<file path="config.mk">
export PLATFORM = sky130hd
export DESIGN_NAME = alu_secuenciador
export DESIGN_NICKNAME = d
export VERILOG_FILES = /design/src/rtl/alu_pkg.sv /design/src/rtl/alu_secuenciador.sv
export SDC_FILE = /design/constraint.sdc
export NUM_CORES = 1
export LEC_CHECK = 0
export BUFFER_PORTS_ARGS = -buffer_cell sky130_fd_sc_hd__buf_2
export CORE_MARGIN = 5
export CORE_UTILIZATION = 35
export DETAILED_ROUTE_END_ITERATION = 12
export GPL_TIMING_DRIVEN = 0
export PLACE_DENSITY = 0.71
export RECOVER_POWER = 100
export SETUP_SLACK_MARGIN = 0.1
export SYNTH_ARGS = -nofsm -noshare
export SYNTH_HDL_FRONTEND = slang
export SYNTH_SLANG_ARGS = --single-unit
</file>
<file path="constraint.sdc">
create_clock -name clk -period 2.1 [get_ports clk]
set_input_delay 0.42 -clock clk [delete_from_list [all_inputs] [get_ports clk]]
set_output_delay 0.42 -clock clk [all_outputs]
set_load 0.005 [all_outputs]
</file>
<file path="src/rtl/alu_pkg.sv">
// Shared definitions for the ALU command sequencer: opcodes, widths and FSM encoding.
package alu_pkg;

    localparam int unsigned DATA_W = 8;
    localparam int unsigned RES_W  = 16;

    localparam logic [2:0] OpSum = 3'b000;
    localparam logic [2:0] OpRes = 3'b001;
    localparam logic [2:0] OpPro = 3'b010;
    localparam logic [2:0] OpDiv = 3'b011;
    localparam logic [2:0] OpMod = 3'b100;
    localparam logic [2:0] OpAnd = 3'b101;
    localparam logic [2:0] OpOr  = 3'b110;
    localparam logic [2:0] OpXor = 3'b111;

    typedef enum logic [1:0] {
        StIdle,
        StDrive,
        StCapture,
        StResp
    } sec_state_e;

    function automatic logic is_div_zero(input logic [2:0] op, input logic [DATA_W-1:0] b);
        return ((op == OpDiv) || (op == OpMod)) && (b == '0);
    endfunction

    function automatic logic has_carry(input logic [2:0] op);
        return (op == OpSum) || (op == OpRes);
    endfunction

endpackage

</file>
<file path="src/rtl/alu_secuenciador.sv">
// Registered command front end for the external combinational ALU.
// Optional operand chaining enabled by defining ALU_SEC_ENCADENA_EN.
module alu_secuenciador
    import alu_pkg::*;
#(
    parameter int unsigned ALU_LAT = 1,
    parameter int unsigned CNT_W   = 16
) (
    input  logic              clk,
    input  logic              rst_n,
    input  logic              cmd_valid,
    output logic              cmd_ready,
    input  logic [2:0]        cmd_op,
    input  logic [DATA_W-1:0] cmd_a,
    input  logic [DATA_W-1:0] cmd_b,
`ifdef ALU_SEC_ENCADENA_EN
    input  logic              cmd_encadena,
`endif
    output logic [2:0]        alu_op,
    output logic [DATA_W-1:0] alu_dato0,
    output logic [DATA_W-1:0] alu_dato1,
    input  logic [RES_W-1:0]  alu_resultado,
    output logic              rsp_valid,
    input  logic              rsp_ready,
    output logic [RES_W-1:0]  rsp_resultado,
    output logic              rsp_acarreo,
    output logic              rsp_cero,
    output logic              rsp_error,
    output logic [CNT_W-1:0]  op_count
);

    localparam logic [3:0] LatLast = 4'(ALU_LAT - 1);

    sec_state_e        state_q, state_d;
    logic [3:0]        cnt_q, cnt_d;
    logic [2:0]        alu_op_q;
    logic [DATA_W-1:0] alu_dato0_q, alu_dato1_q;
    logic [RES_W-1:0]  rsp_resultado_q;
    logic              rsp_acarreo_q, rsp_cero_q, rsp_error_q;
    logic [CNT_W-1:0]  op_count_q;
    logic              accept, div_zero, rsp_hs;
    logic [DATA_W-1:0] oper_a;

`ifdef ALU_SEC_ENCADENA_EN
    logic [DATA_W-1:0] ultimo_q;

    assign oper_a = cmd_encadena ? ultimo_q : cmd_a;

    // Error responses carry no result, so they must not disturb the chain.
    always_ff @(posedge clk or negedge rst_n) begin
        if (!rst_n) begin
            ultimo_q <= '0;
        end else if (rsp_hs && !rsp_error_q) begin
            ultimo_q <= rsp_resultado_q[DATA_W-1:0];
        end
    end
`else
    assign oper_a = cmd_a;
`endif

    assign div_zero = is_div_zero(cmd_op, cmd_b);

    always_comb begin
        state_d   = state_q;
        cnt_d     = cnt_q;
        cmd_ready = 1'b0;
        rsp_valid = 1'b0;
        accept    = 1'b0;
        rsp_hs    = 1'b0;
        unique case (state_q)
            StIdle: begin
                cmd_ready = 1'b1;
                if (cmd_valid) begin
                    accept  = 1'b1;
                    cnt_d   = '0;
                    state_d = div_zero ? StResp : StDrive;
                end
            end
            StDrive: begin
                cnt_d = cnt_q + 4'd1;
                if (cnt_q == LatLast) begin
                    state_d = StCapture;
                end
            end
            StCapture: begin
                state_d = StResp;
            end
            StResp: begin
                rsp_valid = 1'b1;
                if (rsp_ready) begin
                    rsp_hs  = 1'b1;
                    state_d = StIdle;
                end
            end
            default: state_d = StIdle;
        endcase
    end

    always_ff @(posedge clk or negedge rst_n) begin
        if (!rst_n) begin
            state_q         <= StIdle;
            cnt_q           <= '0;
            alu_op_q        <= '0;
            alu_dato0_q     <= '0;
            alu_dato1_q     <= '0;
            rsp_resultado_q <= '0;
            rsp_acarreo_q   <= 1'b0;
            rsp_cero_q      <= 1'b0;
            rsp_error_q     <= 1'b0;
            op_count_q      <= '0;
        end else begin
            state_q <= state_d;
            cnt_q   <= cnt_d;
            // A zero divisor is answered locally; the ALU inputs keep the previous command.
            if (accept && div_zero) begin
                rsp_resultado_q <= '0;
                rsp_acarreo_q   <= 1'b0;
                rsp_cero_q      <= 1'b0;
                rsp_error_q     <= 1'b1;
            end else if (accept) begin
                alu_op_q    <= cmd_op;
                alu_dato0_q <= oper_a;
                alu_dato1_q <= cmd_b;
            end
            if (state_q == StCapture) begin
                rsp_resultado_q <= alu_resultado;
                rsp_acarreo_q   <= has_carry(alu_op_q) & alu_resultado[DATA_W];
                rsp_cero_q      <= (alu_resultado == '0);
                rsp_error_q     <= 1'b0;
            end
            if (rsp_hs) begin
                op_count_q <= op_count_q + CNT_W'(1);
            end
        end
    end

    assign alu_op        = alu_op_q;
    assign alu_dato0     = alu_dato0_q;
    assign alu_dato1     = alu_dato1_q;
    assign rsp_resultado = rsp_resultado_q;
    assign rsp_acarreo   = rsp_acarreo_q;
    assign rsp_cero      = rsp_cero_q;
    assign rsp_error     = rsp_error_q;
    assign op_count      = op_count_q;

endmodule

</file>
* After elaboration in Yosys (flattened, before gate mapping)
Cells that the tools add are included.
** Operators by class
- $add $sub $neg :: 2
- Equal/unequal tests :: 9
- Mux-type cells :: 20
- Bitwise logic cells :: 2
- Reduce and logical (&&, ||, !) cells :: 14
** Operators by type and width (number)
- $mux W16 :: 2
- $add A16 B1 Y16 const B :: 1
- $logic_not A16 Y1 :: 1
- $mux W1 :: 11
- $logic_not A8 Y1 :: 1
- $mux W2 :: 4
- $pmux W2 S4 :: 1
- $pmux W4 S2 :: 1
- $ne A2 B2 Y1 const B :: 3
- $add A4 B1 Y4 const B :: 1
- $eq A2 B2 Y1 const B :: 2
- $logic_not A4 Y1 :: 1
- $mux W4 :: 1
- $reduce_and A2 Y1 :: 2
- $reduce_bool A2 Y1 :: 2
- $eq A3 B1 Y1 const B :: 1
- $eq A3 B2 Y1 const B :: 1
- $eq A3 B3 Y1 const B :: 1
- $logic_not A3 Y1 :: 1
- $reduce_and A3 Y1 :: 1
- $eq A2 B1 Y1 const B :: 1
- $logic_and A1 B1 Y1 :: 2
- $logic_not A2 Y1 :: 1
- $logic_or A1 B1 Y1 :: 2
- 2 further kinds :: 2
** Storage, ports and cells
- Flip-flop bits (word level) :: 60
- Input bits :: 39
- Output and inout port bits :: 56
- Logic and storage cells :: 57

* Longest topological paths before layout
- Word-level depth :: 6
- Depth in mapped cells :: 7
- Mapped depth without buffers :: 6

* Worst setup path after synthesis
Ideal clock, no wire load.
- Kind :: in2reg
- From :: input port cmd_b[1]
- To :: register alu_dato0_q[0], in the netlist alu_dato0[0]
- Library setup time :: 0.125 ns
- Data arrival time :: 1.797 ns
- Required time :: 1.975 ns
- Setup slack :: 0.178 ns
- Stages on the path :: 5
- Buffers on the path :: 1
- Cell sequence :: or4_4 -> a211oi_4 -> nor2_4 -> buf_12 -> mux2_4
** On the way
- Cells in the longest elaborated chain, start to end :: 5
** RTL lines
- from (decl) :: RTL line alu_secuenciador.sv:15 : input logic [DATA_W-1:0] cmd_b,
- $logic_not A8 Y1 :: RTL line alu_pkg.sv:24 : return ((op == OpDiv) || (op == OpMod)) && (b == '0);
- $logic_and A1 B1 Y1 :: RTL line alu_pkg.sv:24
- $logic_and A1 B1 Y1 :: RTL line alu_secuenciador.sv:115 : if (accept && div_zero) begin
- $not A1 Y1 (no source line)
- $reduce_and A2 Y1 (no source line)
- to (signal assigned) :: RTL line alu_secuenciador.sv:122 : alu_dato0_q <= oper_a;
- to (decl) :: RTL line alu_secuenciador.sv:37 : logic [DATA_W-1:0] alu_dato0_q, alu_dato1_q;
No other way between the ends.
A chain may end at the register's enable or synchronous reset.

* Worst setup path after layout
- From :: register state_q[0]
- To :: register rsp_resultado_q[13], in the netlist rsp_resultado[13]
** On the way
- Cells in the longest elaborated chain, start to end :: 4
- Elaborated cells between the ends (all ways) :: 6
- Classes of those cells :: eq/ne (1); mux (2); reduce/logical (3)
** RTL lines
- from (decl) :: RTL line alu_secuenciador.sv:34 : sec_state_e state_q, state_d;
- from (signal assigned) :: RTL line alu_secuenciador.sv:101 : state_q <= StIdle;
- from (signal assigned) :: RTL line alu_secuenciador.sv:112 : state_q <= state_d;
- $logic_not A2 Y1 :: RTL line alu_secuenciador.sv:70 : unique case (state_q)
- $mux W1 :: RTL line alu_secuenciador.sv:70
- $logic_and A1 B1 Y1 :: RTL line alu_secuenciador.sv:115
- $reduce_bool A2 Y1 (no source line)
- to (signal assigned) :: RTL line alu_secuenciador.sv:126 : rsp_resultado_q <= alu_resultado;
- to (decl) :: RTL line alu_secuenciador.sv:38 : logic [RES_W-1:0] rsp_resultado_q;
Parallel ways exist; a longest one is shown, timed or not.

==> reports/results.ini <==
[status]
status=finished clean

[global_routing]
antenna_found_initial=0
grt_pass1_vias=2081
grt_pass1_wl_um=10250
grt_max_degree=61
grt.overflow.total=0
grt_use_total_pct=13.63

[clock_tree]
cts_tree=done
cts_buffer_depth=2
cts_max_level=3
clock-sinks=60
cts-buffers-inserted=9
cts-root-buf=clkbuf_8
worst_skew_pair.late_latency_ns=0.33
clk_pin_slew_ns=0.07

[power_and_ir_drop]
fin_total_pwr_w=0.004513
ir_worst_vdd_mv=0.7784
power_density_nw_per_um2=1330
p_leak_nw=1.598

[sta]
fin_crit_sh_pct=90.30
finClkSkew_ns=0.006216
fmax_ghz=0.5274
min_period_ns=1.896
finalSetupViolCount=0
maxSlewHeadroom_pct=1.602
drv_slew=0
worst_slew_pin_slew_ns=1.476
hold_viol=0
rsz0062_at_grt=false

[place]
gp_congestion=0.7579
place_inst=392
port_buffers=94
place_hpwl_um=4565
place_area_sq_um=3229

[setup_path]
cp.required_ns=2.31
max_stage_delay_ns=0.40
arrival_ns=2.11
worstPathCellList=inv_1, ha_4, nand2_2, a2111oi_4, nor2_2, buf_6, a22o_1
cp_max_fo=10
cp-start-kind=flop
endpoint_kind=flop
slowest_stage=dfrtp_1
crit_type=reg -> reg

[route]
wire_per_inst_um=15.20
drtIter0Drc=72
drc=0
met3_length_um=412
m1WireLength_um=2760
topRoutingLayerUsed=met4
viasPerCell=4.846
dr_wl_met2_um=2968
routed_wl_um=6203
firstDrtPassIters=4
vias=1977
ant_nets=0

[logic_synthesis]
avgSynthCellArea_sq_um=13.24
synth_largest_area_cell=dfrtp_1
syn-cell-area_sq_um=2635
synth-seq-cells=60
synth_cells=199
synth_cell_types=33
synth_top_area_share_pct=56.98
async_flop_share_pct=100.0
syn_nets=245
synth.area.top_cells=dfrtp_1, mux2_4, a22o_1
ys_seq_area_share_pct=56.98
synth_ff_type=dfrtp_1
synth-edff-count=0
yosysWarnings=0

[floorplan]
num_rows=31
core_area_sq_um=7292
ios=95
die_h_um=96.77
die-area_sq_um=9363
fp.dieW_um=96.77
start_util_pct=36.14

[cells_and_area]
finalInstanceArea_sq_um=3393
fin_cells=408
nets=350
antennaDiodeCount=0
areaGrowthSynthToFinish_pct=28.77
layout-drive-gt1-share_pct=32.04

[job]
drv_cap=0

[worst_hold_path]
min_path_type=in -> reg

## final cells by class
cell class,instances,area (sq um)
well taps,99,123.9
inverters,6,22.52
multi-input cells,128,1056
fillers,719,3899
clock inverters,5,75.07
plain buffers,5,42.54
flip-flops and latches,60,1501
repair buffers,94,430.4
clock buffers,11,141.4
## repair_timing
item,in CTS,in global routing
resized for setup,1,4
hold buffers,0,0
endpoints found under the setup margin,22,22
buffers inserted,0,0
endpoints found under the hold margin,0,0
pin swaps,1,1
cloned,0,0
## stage by stage
| step | util (%) | TNS (ns) | hold slack [ns] | worst slack, ns |
|---|---|---|---|---|
| 2_1_floorplan | - | 0 | 0.1244 | 0.1781 |
| 3_3_place_gp | 44.29 | -0.09570 | 0.4673 | -0.01417 |
| 3_5_place_dp | 44.29 | -0.3945 | 0.4747 | -0.03477 |
| 4_1_cts | 47.29 | 0 | 0.2959 | 0.1506 |
| 5_1_grt | 46.53 | 0 | 0.2954 | 0.1037 |
| 6_report | 46.53 | 0 | 0.3098 | 0.2038 |
## synth_stat cells, types with 4 or more instances
library cell and n:
nand4_1 4, xor2_1 4, nand2_1 13, o21ai_0 5
nor2_1 8, nor4_1 4, xnor2_1 11, dfrtp_1 60
nand3_1 8, ha_1 7, a22o_1 17, inv_1 6
mux2_4 10, nor3_1 4, mux2_2 10
## worst paths after layout
path	end	start	slack, ns	cells after the start
min	alu_dato0[5]	cmd_a[5]	0.31	2
max reg2reg	rsp_resultado[13]	state_q[0]	0.20	7
max	rsp_resultado[13]	state_q[0]	0.20	7
min reg2reg	alu_dato0[5]	alu_dato0[5]	0.49	1
max in group asynchronous	alu_dato0[2]	rst_n	0.77	1
min in group asynchronous	op_count[4]	rst_n	0.45	1
## layout by cell type, fill, tap and decap left out, types with 2 or more instances in the layout
| master | instances |
|---|---|
| and4_1 | 2 |
| bufinv_16 | 2 |
| inv_1 | 6 |
| nand3b_1 | 2 |
| clkbuf_8 | 10 |
| nand2_1 | 12 |
| dfrtp_1 | 60 |
| nand4_1 | 4 |
| mux2_1 | 9 |
| mux2i_1 | 3 |
| or4_4 | 2 |
| and3_1 | 3 |
| nor4_1 | 3 |
| a22o_1 | 17 |
| xor2_1 | 4 |
| ha_1 | 6 |
| nor3_1 | 4 |
| mux2_2 | 10 |
| o21ai_0 | 5 |
| xnor2_1 | 11 |
| nand3_1 | 8 |
| nor2_1 | 8 |
| clkbuf_1 | 36 |
| clkinv_2 | 3 |
| buf_2 | 61 |
| a32o_1 | 2 |
## registers in the layout (all words and copies together) (netlist names)
register / flops
alu_dato0: 8
alu_dato1: 8
alu_op: 3
cnt_q: 4
op_count: 16
rsp_acarreo: 1
rsp_cero: 1
rsp_error: 1
rsp_resultado: 16
state_q: 2
## per-layer routing
metal | track usage (%) | vias up
met5 | 0 | -
met4 | 5.076 | 0
met3 | 5.468 | 5
met2 | 21.44 | 77
met1 | 16.87 | 957
li1 | - | 938
## worst max-delay path: cells and delay by family (launching register included)
family / cells / cell delay [ns]
buffers and inverters: 2 / 0.33
flip-flops: 1 / 0.40
adder cells (fa/ha/maj): 1 / 0.22
AO/OA/AOI/OAI: 2 / 0.55
AND/OR/NAND/NOR: 2 / 0.27
## report_power, final
| group | internal (W) | switching, W | leakage, nW | total, W |
|---|---|---|---|---|
| Combinational | 0.000782 | 0.000753 | 0.725 | 0.00154 |
| Clock | 0.000695 | 0.000434 | 0.113 | 0.00113 |
| Sequential | 0.00158 | 0.000265 | 0.760 | 0.00185 |
| Total | 0.00306 | 0.00145 | 1.60 | 0.00451 |
## kinds of logic (layout without fill, tap and decap cells)
family | Yosys count | in the layout | synth area share [%]
AOI/OAI and AO/OA | 29 | 29 | 9.924
xor gates and xnor gates | 15 | 15 | 4.986
adders and majority gates | 7 | 7 | 3.324
buffers and inverters | 11 | 121 | 2.469
DFF | 60 | 60 | 56.98
muxes | 23 | 23 | 11.11
and+or+nand+nor | 54 | 54 | 11.21
Note: power is estimated with default switching activity, not from simulation.
